<file path="src/rtl/banner_overlay_compositor_if.sv">
// Pixel-stage bus between the sprite/board stages, the banner compositor and the encoder.
// master = upstream pixel source; slave = compositor.
interface banner_overlay_compositor_if;
   logic       stalemate_req;
   logic [9:0] DrawX;
   logic [9:0] DrawY;
   logic       blank;
   logic       stalemate_on;
   logic [3:0] ovl_red, ovl_green, ovl_blue;
   logic [3:0] bg_red, bg_green, bg_blue;
   logic [3:0] red, green, blue;
   logic       banner_active;
   logic       blink_done;

   modport master (
      output stalemate_req, DrawX, DrawY, blank, stalemate_on,
             ovl_red, ovl_green, ovl_blue, bg_red, bg_green, bg_blue,
      input  red, green, blue, banner_active, blink_done
   );

   modport slave (
      input  stalemate_req, DrawX, DrawY, blank, stalemate_on,
             ovl_red, ovl_green, ovl_blue, bg_red, bg_green, bg_blue,
      output red, green, blue, banner_active, blink_done
   );
endinterface

</file>
<file path="src/rtl/banner_overlay_compositor.sv">
// Stalemate banner compositor: frame-synchronous blink/steady FSM plus registered
// keyed overlay of the banner sprite onto the board colour.
//
// state  | meaning
// IDLE   | no banner requested; background only
// SHOW   | visible phase of a blink
// HIDE   | hidden phase of a blink
// STEADY | blinking finished, banner held visible
module banner_overlay_compositor #(
   parameter int          BLINK_FRAMES = 30,
   parameter int          BLINK_COUNT  = 3,
   parameter logic [11:0] KEY_COLOR    = 12'h000
) (
   input logic                         vga_clk,
   input logic                         reset,
   banner_overlay_compositor_if.slave  bus
);
   localparam int FW = $clog2(BLINK_FRAMES + 1);
   localparam int BW = $clog2(BLINK_COUNT + 1);
   localparam logic [FW-1:0] FRAME_LAST = FW'(BLINK_FRAMES - 1);
   localparam logic [BW-1:0] BLINK_LAST = BW'(BLINK_COUNT - 1);

   typedef enum logic [1:0] {IDLE, SHOW, HIDE, STEADY} state_t;

   state_t        state;
   logic [FW-1:0] frame_cnt;
   logic [BW-1:0] blink_cnt;
   logic          tick_q;
   logic          tick_cond;
   logic          frame_tick;
   logic          show_banner;
   logic [11:0]   ovl_rgb;
   logic [11:0]   bg_rgb;
   logic [11:0]   pix_next;

   assign tick_cond  = (bus.DrawX == 10'd0) && (bus.DrawY == 10'd0);
   assign frame_tick = tick_cond && !tick_q;

   always_ff @(posedge vga_clk or posedge reset) begin
      if (reset) begin
         state             <= IDLE;
         frame_cnt         <= '0;
         blink_cnt         <= '0;
         tick_q            <= 1'b0;
         bus.banner_active <= 1'b0;
         bus.blink_done    <= 1'b0;
      end else begin
         tick_q <= tick_cond;
         if (frame_tick) begin
            if (state != IDLE && !bus.stalemate_req) begin
               // Dropped request aborts wherever we are; no partial blink finishes.
               state             <= IDLE;
               frame_cnt         <= '0;
               blink_cnt         <= '0;
               bus.banner_active <= 1'b0;
               bus.blink_done    <= 1'b0;
            end else begin
               unique case (state)
                  IDLE: begin
                     if (bus.stalemate_req) begin
                        state             <= SHOW;
                        frame_cnt         <= '0;
                        blink_cnt         <= '0;
                        bus.banner_active <= 1'b1;
                        bus.blink_done    <= 1'b0;
                     end
                  end
                  SHOW: begin
                     if (frame_cnt == FRAME_LAST) begin
                        state     <= HIDE;
                        frame_cnt <= '0;
                     end else begin
                        frame_cnt <= frame_cnt + FW'(1);
                     end
                  end
                  HIDE: begin
                     if (frame_cnt == FRAME_LAST) begin
                        frame_cnt <= '0;
                        if (blink_cnt == BLINK_LAST) begin
                           state          <= STEADY;
                           bus.blink_done <= 1'b1;
                        end else begin
                           state     <= SHOW;
                           blink_cnt <= blink_cnt + BW'(1);
                        end
                     end else begin
                        frame_cnt <= frame_cnt + FW'(1);
                     end
                  end
                  STEADY: ;
                  default: state <= IDLE;
               endcase
            end
         end
      end
   end

   assign show_banner = (state == SHOW) || (state == STEADY);
   assign ovl_rgb     = {bus.ovl_red, bus.ovl_green, bus.ovl_blue};
   assign bg_rgb      = {bus.bg_red, bus.bg_green, bus.bg_blue};

   always_comb begin
      pix_next = bg_rgb;
      if (!bus.blank)
         pix_next = 12'h000;
      else if (show_banner && bus.stalemate_on && ovl_rgb != KEY_COLOR)
         pix_next = ovl_rgb;
   end

   always_ff @(posedge vga_clk or posedge reset) begin
      if (reset) begin
         bus.red   <= 4'h0;
         bus.green <= 4'h0;
         bus.blue  <= 4'h0;
      end else begin
         {bus.red, bus.green, bus.blue} <= pix_next;
      end
   end
endmodule

</file>
<file path="src/flat_wrapper.sv">
// flat-port wrapper written by rule: the top's interface ports become plain ports
module banner_overlay_compositor_flat 
#(
   parameter int          BLINK_FRAMES = 30,
   parameter int          BLINK_COUNT  = 3,
   parameter logic [11:0] KEY_COLOR    = 12'h000
)
  (vga_clk, reset, bus_stalemate_req, bus_DrawX, bus_DrawY, bus_blank, bus_stalemate_on, bus_ovl_red, bus_ovl_green, bus_ovl_blue, bus_bg_red, bus_bg_green, bus_bg_blue, bus_red, bus_green, bus_blue, bus_banner_active, bus_blink_done);
  banner_overlay_compositor_if bus_i ();
  input logic vga_clk;
  input logic reset;
  input wire logic [$bits(bus_i.stalemate_req)-1:0] bus_stalemate_req;
  input wire logic [$bits(bus_i.DrawX)-1:0] bus_DrawX;
  input wire logic [$bits(bus_i.DrawY)-1:0] bus_DrawY;
  input wire logic [$bits(bus_i.blank)-1:0] bus_blank;
  input wire logic [$bits(bus_i.stalemate_on)-1:0] bus_stalemate_on;
  input wire logic [$bits(bus_i.ovl_red)-1:0] bus_ovl_red;
  input wire logic [$bits(bus_i.ovl_green)-1:0] bus_ovl_green;
  input wire logic [$bits(bus_i.ovl_blue)-1:0] bus_ovl_blue;
  input wire logic [$bits(bus_i.bg_red)-1:0] bus_bg_red;
  input wire logic [$bits(bus_i.bg_green)-1:0] bus_bg_green;
  input wire logic [$bits(bus_i.bg_blue)-1:0] bus_bg_blue;
  output wire logic [$bits(bus_i.red)-1:0] bus_red;
  output wire logic [$bits(bus_i.green)-1:0] bus_green;
  output wire logic [$bits(bus_i.blue)-1:0] bus_blue;
  output wire logic [$bits(bus_i.banner_active)-1:0] bus_banner_active;
  output wire logic [$bits(bus_i.blink_done)-1:0] bus_blink_done;
  assign bus_i.stalemate_req = bus_stalemate_req;
  assign bus_i.DrawX = bus_DrawX;
  assign bus_i.DrawY = bus_DrawY;
  assign bus_i.blank = bus_blank;
  assign bus_i.stalemate_on = bus_stalemate_on;
  assign bus_i.ovl_red = bus_ovl_red;
  assign bus_i.ovl_green = bus_ovl_green;
  assign bus_i.ovl_blue = bus_ovl_blue;
  assign bus_i.bg_red = bus_bg_red;
  assign bus_i.bg_green = bus_bg_green;
  assign bus_i.bg_blue = bus_bg_blue;
  assign bus_red = bus_i.red;
  assign bus_green = bus_i.green;
  assign bus_blue = bus_i.blue;
  assign bus_banner_active = bus_i.banner_active;
  assign bus_blink_done = bus_i.blink_done;
  banner_overlay_compositor #(.BLINK_FRAMES(BLINK_FRAMES), .BLINK_COUNT(BLINK_COUNT), .KEY_COLOR(KEY_COLOR)) u_core (.vga_clk(vga_clk), .reset(reset), .bus(bus_i));
endmodule
</file>
<file path="config.mk">
export PLATFORM = sky130hd
export DESIGN_NAME = banner_overlay_compositor_flat
export DESIGN_NICKNAME = d
export VERILOG_FILES = /design/src/rtl/banner_overlay_compositor_if.sv /design/src/rtl/banner_overlay_compositor.sv /design/src/flat_wrapper.sv
export SDC_FILE = /design/constraint.sdc
export NUM_CORES = 1
export LEC_CHECK = 0
export ABC_AREA = 1
export ABC_CLOCK_PERIOD_IN_PS = 1710
export BUFFER_PORTS_ARGS = -buffer_cell sky130_fd_sc_hd__buf_2
export CORE_MARGIN = 1
export CORE_UTILIZATION = 35
export CTS_BUF_LIST = sky130_fd_sc_hd__clkbuf_4 sky130_fd_sc_hd__clkbuf_8
export DETAILED_ROUTE_END_ITERATION = 12
export HOLD_SLACK_MARGIN = 0.02
export PLACE_DENSITY = 0.6
export SLEW_MARGIN = 10
export SYNTH_ARGS = -nofsm -noshare
export SYNTH_HDL_FRONTEND = slang
export SYNTH_SLANG_ARGS = --single-unit
</file>
<file path="constraint.sdc">
create_clock -name vga_clk -period 1.71 [get_ports vga_clk]
set_input_delay 0.513 -clock vga_clk [delete_from_list [all_inputs] [get_ports vga_clk]]
set_output_delay 0.513 -clock vga_clk [all_outputs]
set_load 0.01 [all_outputs]
</file>
==> out/results.tsv <==
stage	metric	value	unit
final_layout	nets	357	
power	power_leakage	1.221	nW
global_route	grt_pass1_vias	1542	
job	maxCapViolCount	0	
sta	period_share	93.25	%
placed_design	dp_hpwl	2.774	mm
clocking	root_buffer	clkbuf_8	
drt	dr.pass1.iters	8	
sta	final.min_clock_period	1.595	ns
global_route	grt_usage	15.52	%
global_route	antenna_found_initial	0	
final_layout	fillers	454	
placed_design	gp_congestion	0.8112	
die	rows	24	
clocking	hold_buffers	0	
placed_design	port_buffers	62	
sta	final_hold_viol_count	0	
drt	avgViaCountPerCell	4.703	
synth	yosys_warnings	0	
critical_path	path_class	reg -> reg	
sta	hold-worst-slack	0.2665	ns
synth	syn_area_per_cell	7.174	sq um
drt	ant_nets	0	
sta	tightest_slew	0.5072	ns
sta	max_freq	627.1	MHz
critical_path	worstSetupStartpointType	register	
worst_hold_path	hold_class	in -> async	
global_route	grt_pass1_wl	6.327	mm
synth	synthFlopType	dfrtp_1	
sta	finalSetupTns	0	ns
clocking	clock_sinks	24	
synth	synth_edf_count	0	
final_layout	syn_to_final_growth	29.86	%
final_layout	diodes	0	
sta	skew	0.008986	ns
critical_path	crit_required	1.87	ns
power	intPower	969.9	uW
drt	detailroute.via_count	1646	
final_layout	drive_above_1_share	31.54	%
critical_path	r2r_end	u_core.blink_cnt[1]	
status	outcome	finished with violations	
synth	synth_nets	287	
clocking	cts_buffer_depth	2	
critical_path	rrSetupSlack	0.12	ns
power	power.density	585.7	nW/um^2
synth	postSynth.asyncResetShare	100.0	%
die	die_area	4972	sq um
clocking	clk_pin_slew_worst_paths	0.10	ns
synth	synth-seq-cells	24	
sta	rsz0062_at_grt	no	
sta	slew_viol_final	0	
clocking	cts_tree	yes	
power	ir_drop	0.3270	mV
power	p_sw	279.5	uW
synth	syn_area	1643	sq um
die	die_w	70.51	microns
drt	wire_per_inst	10.26	microns
final_layout	multiInputGateArea	898.4	sq um
global_route	grt_remaining_overflow	0	
clocking	clk_latency	0.27	ns
synth	ys_seq_area_share	36.56	%
critical_path	r2r.worst_path.cells	11	
sta	slew_headroom	66.15	%
critical_path	crit_fanout	5	
drt	drt_wl_total	3.591	mm
power	power_frac_comb	12.6	%
die	core_area	4444	sq um
synth	synthCells	229	
status	violations	design-rule violations	
critical_path	critPathCaptureType	register	
power	swShare	22.37	%
clocking	numCtsBuffers	3	
placed_design	placed_area	2039	sq um
final_layout	final_area	2133	sq um
die	die_y	70.51	microns
final_layout	regArea	600.6	sq um
synth	yosysUniqueCellTypes	26	
critical_path	worstPathArrival	1.76	ns
global_route	grt_max_degree	25	
clocking	htreeDepth	1	
drt	drt_iter0_markers	67	
drt	drc_errors	6	
power	p_seq_share	46.7	%
sta	setup_viol	0	
die	ios	63	
die	initial_utilization	36.97	%
power	p_clk_share	40.7	%
critical_path	timing.rr.start	u_core.state[0]	
-- critical path, cell delays in order (launching register included) --
cell	delay, ns
dfrtp_1	0.39
inv_1	0.08
ha_1	0.18
inv_2	0.06
ha_4	0.16
inv_2	0.08
nand2_1	0.08
nor2_2	0.14
nor2_2	0.06
buf_4	0.12
nand4_1	0.08
nand2_1	0.06
-- cells in the mapped netlist (2+ instances only) --
| library cell | n | area (sq um) |
|---|---|---|
| inv_1 | 24 | 90.09 |
| nand3_1 | 25 | 125.1 |
| buf_2 | 4 | 20.02 |
| nand2_1 | 58 | 217.7 |
| nand2_4 | 2 | 22.52 |
| dfrtp_1 | 24 | 600.6 |
| inv_2 | 6 | 22.52 |
| nor2_1 | 37 | 138.9 |
| nand4_1 | 12 | 75.07 |
| ha_1 | 9 | 112.6 |
| a21oi_1 | 13 | 65.06 |
-- power groups by stage --
stage	Clock (mW)	Combinational [mW]	Sequential (mW)
after floorplan	0	0.0613	0.604
after detailed placement	0	0.157	0.595
after CTS	0.515	0.158	0.584
after global placement	0	0.156	0.595
after global routing	0.546	0.179	0.586
final	0.508	0.157	0.584
-- worst max path at each step --
| stage | from | to | slack, ns | cells past startpoint |
|---|---|---|---|---|
| 6_report | u_core.state[0] | u_core.blink_cnt[1] | 0.12 | 11 |
| 5_1_grt | u_core.state[0] | u_core.blink_cnt[1] | 0.00006 | 11 |
| 4_1_cts | u_core.state[0] | u_core.blink_cnt[0] | 0.07 | 11 |
| 3_5_place_dp | bus_stalemate_req | u_core.blink_cnt[0] | 0.06 | 10 |
| 3_3_place_gp | bus_stalemate_req | u_core.state[1] | 0.08 | 10 |
| 2_1_floorplan | u_core.state[0] | u_core.blink_cnt[0] | 0.06 | 11 |
-- placed cells by master, fill, tap and decap left out, types with 7 or more instances in the layout --
master,instances
nor2_1,36
inv_2,7
nand4_1,12
nand2_1,58
buf_2,62
nand3_1,25
a21oi_1,13
buf_4,10
dfrtp_1,24
ha_1,8
inv_1,23
-- area by class of cell --
class | instances | share of cell area [%]
clock inverters | 1 | 1.408
inverters | 30 | 5.279
repair buffers | 72 | 18.06
multi-input cells | 168 | 42.11
flip-flops and latches | 24 | 28.15
clock buffers | 3 | 1.935
well taps | 52 | 3.050
-- metal layers --
| layer | track usage (%) | part of all wire (%) | vias up |
|---|---|---|---|
| li1 | - | - | 870 |
| met1 | 18.90 | 46 | 730 |
| met2 | 28.48 | 48 | 44 |
| met3 | 3.175 | 5.6 | 2 |
| met4 | 2.721 | 0.33 | 0 |
| met5 | 0 | 0 | - |
-- cells by family (layout without fill, tap and decap cells) --
group / Yosys count / in the layout / share of synthesized area, %
AOI/OAI and AO/OA: 17 / 17 / 6.398
buffers and inverters: 37 / 106 / 9.672
DFF: 24 / 24 / 36.56
and+or+nand+nor: 142 / 142 / 40.52
adders and majority gates: 9 / 9 / 6.855
-- state kept, by name (all words and copies together) (netlist names) --
signal                    flops
u_core.bus.banner_active      1
u_core.bus.blink_done         1
u_core.bus.green              4
u_core.tick_q                 1
u_core.blink_cnt              2
u_core.state                  2
u_core.bus.red                4
u_core.bus.blue               4
u_core.frame_cnt              5
-- stage by stage --
| step | total power [mW] | std cells | utilization (%) | setup slack, ns |
|---|---|---|---|---|
| 2_1_floorplan | 0.6657 | 229 | - | 0.06239 |
| 3_3_place_gp | 0.7517 | 345 | 45.89 | 0.08085 |
| 3_5_place_dp | 0.7528 | 345 | 45.89 | 0.06172 |
| 4_1_cts | 1.257 | 349 | 47.49 | 0.07246 |
| 5_1_grt | 1.310 | 350 | 48.00 | 0.00006484 |
| 6_report | 1.249 | 350 | 48.00 | 0.1153 |
-- timing repair --
action,CTS,global route
buffers inserted,0,1
setup endpoints to repair,0,5
resized for setup,0,4
Power figures use the tool's default switching activity.
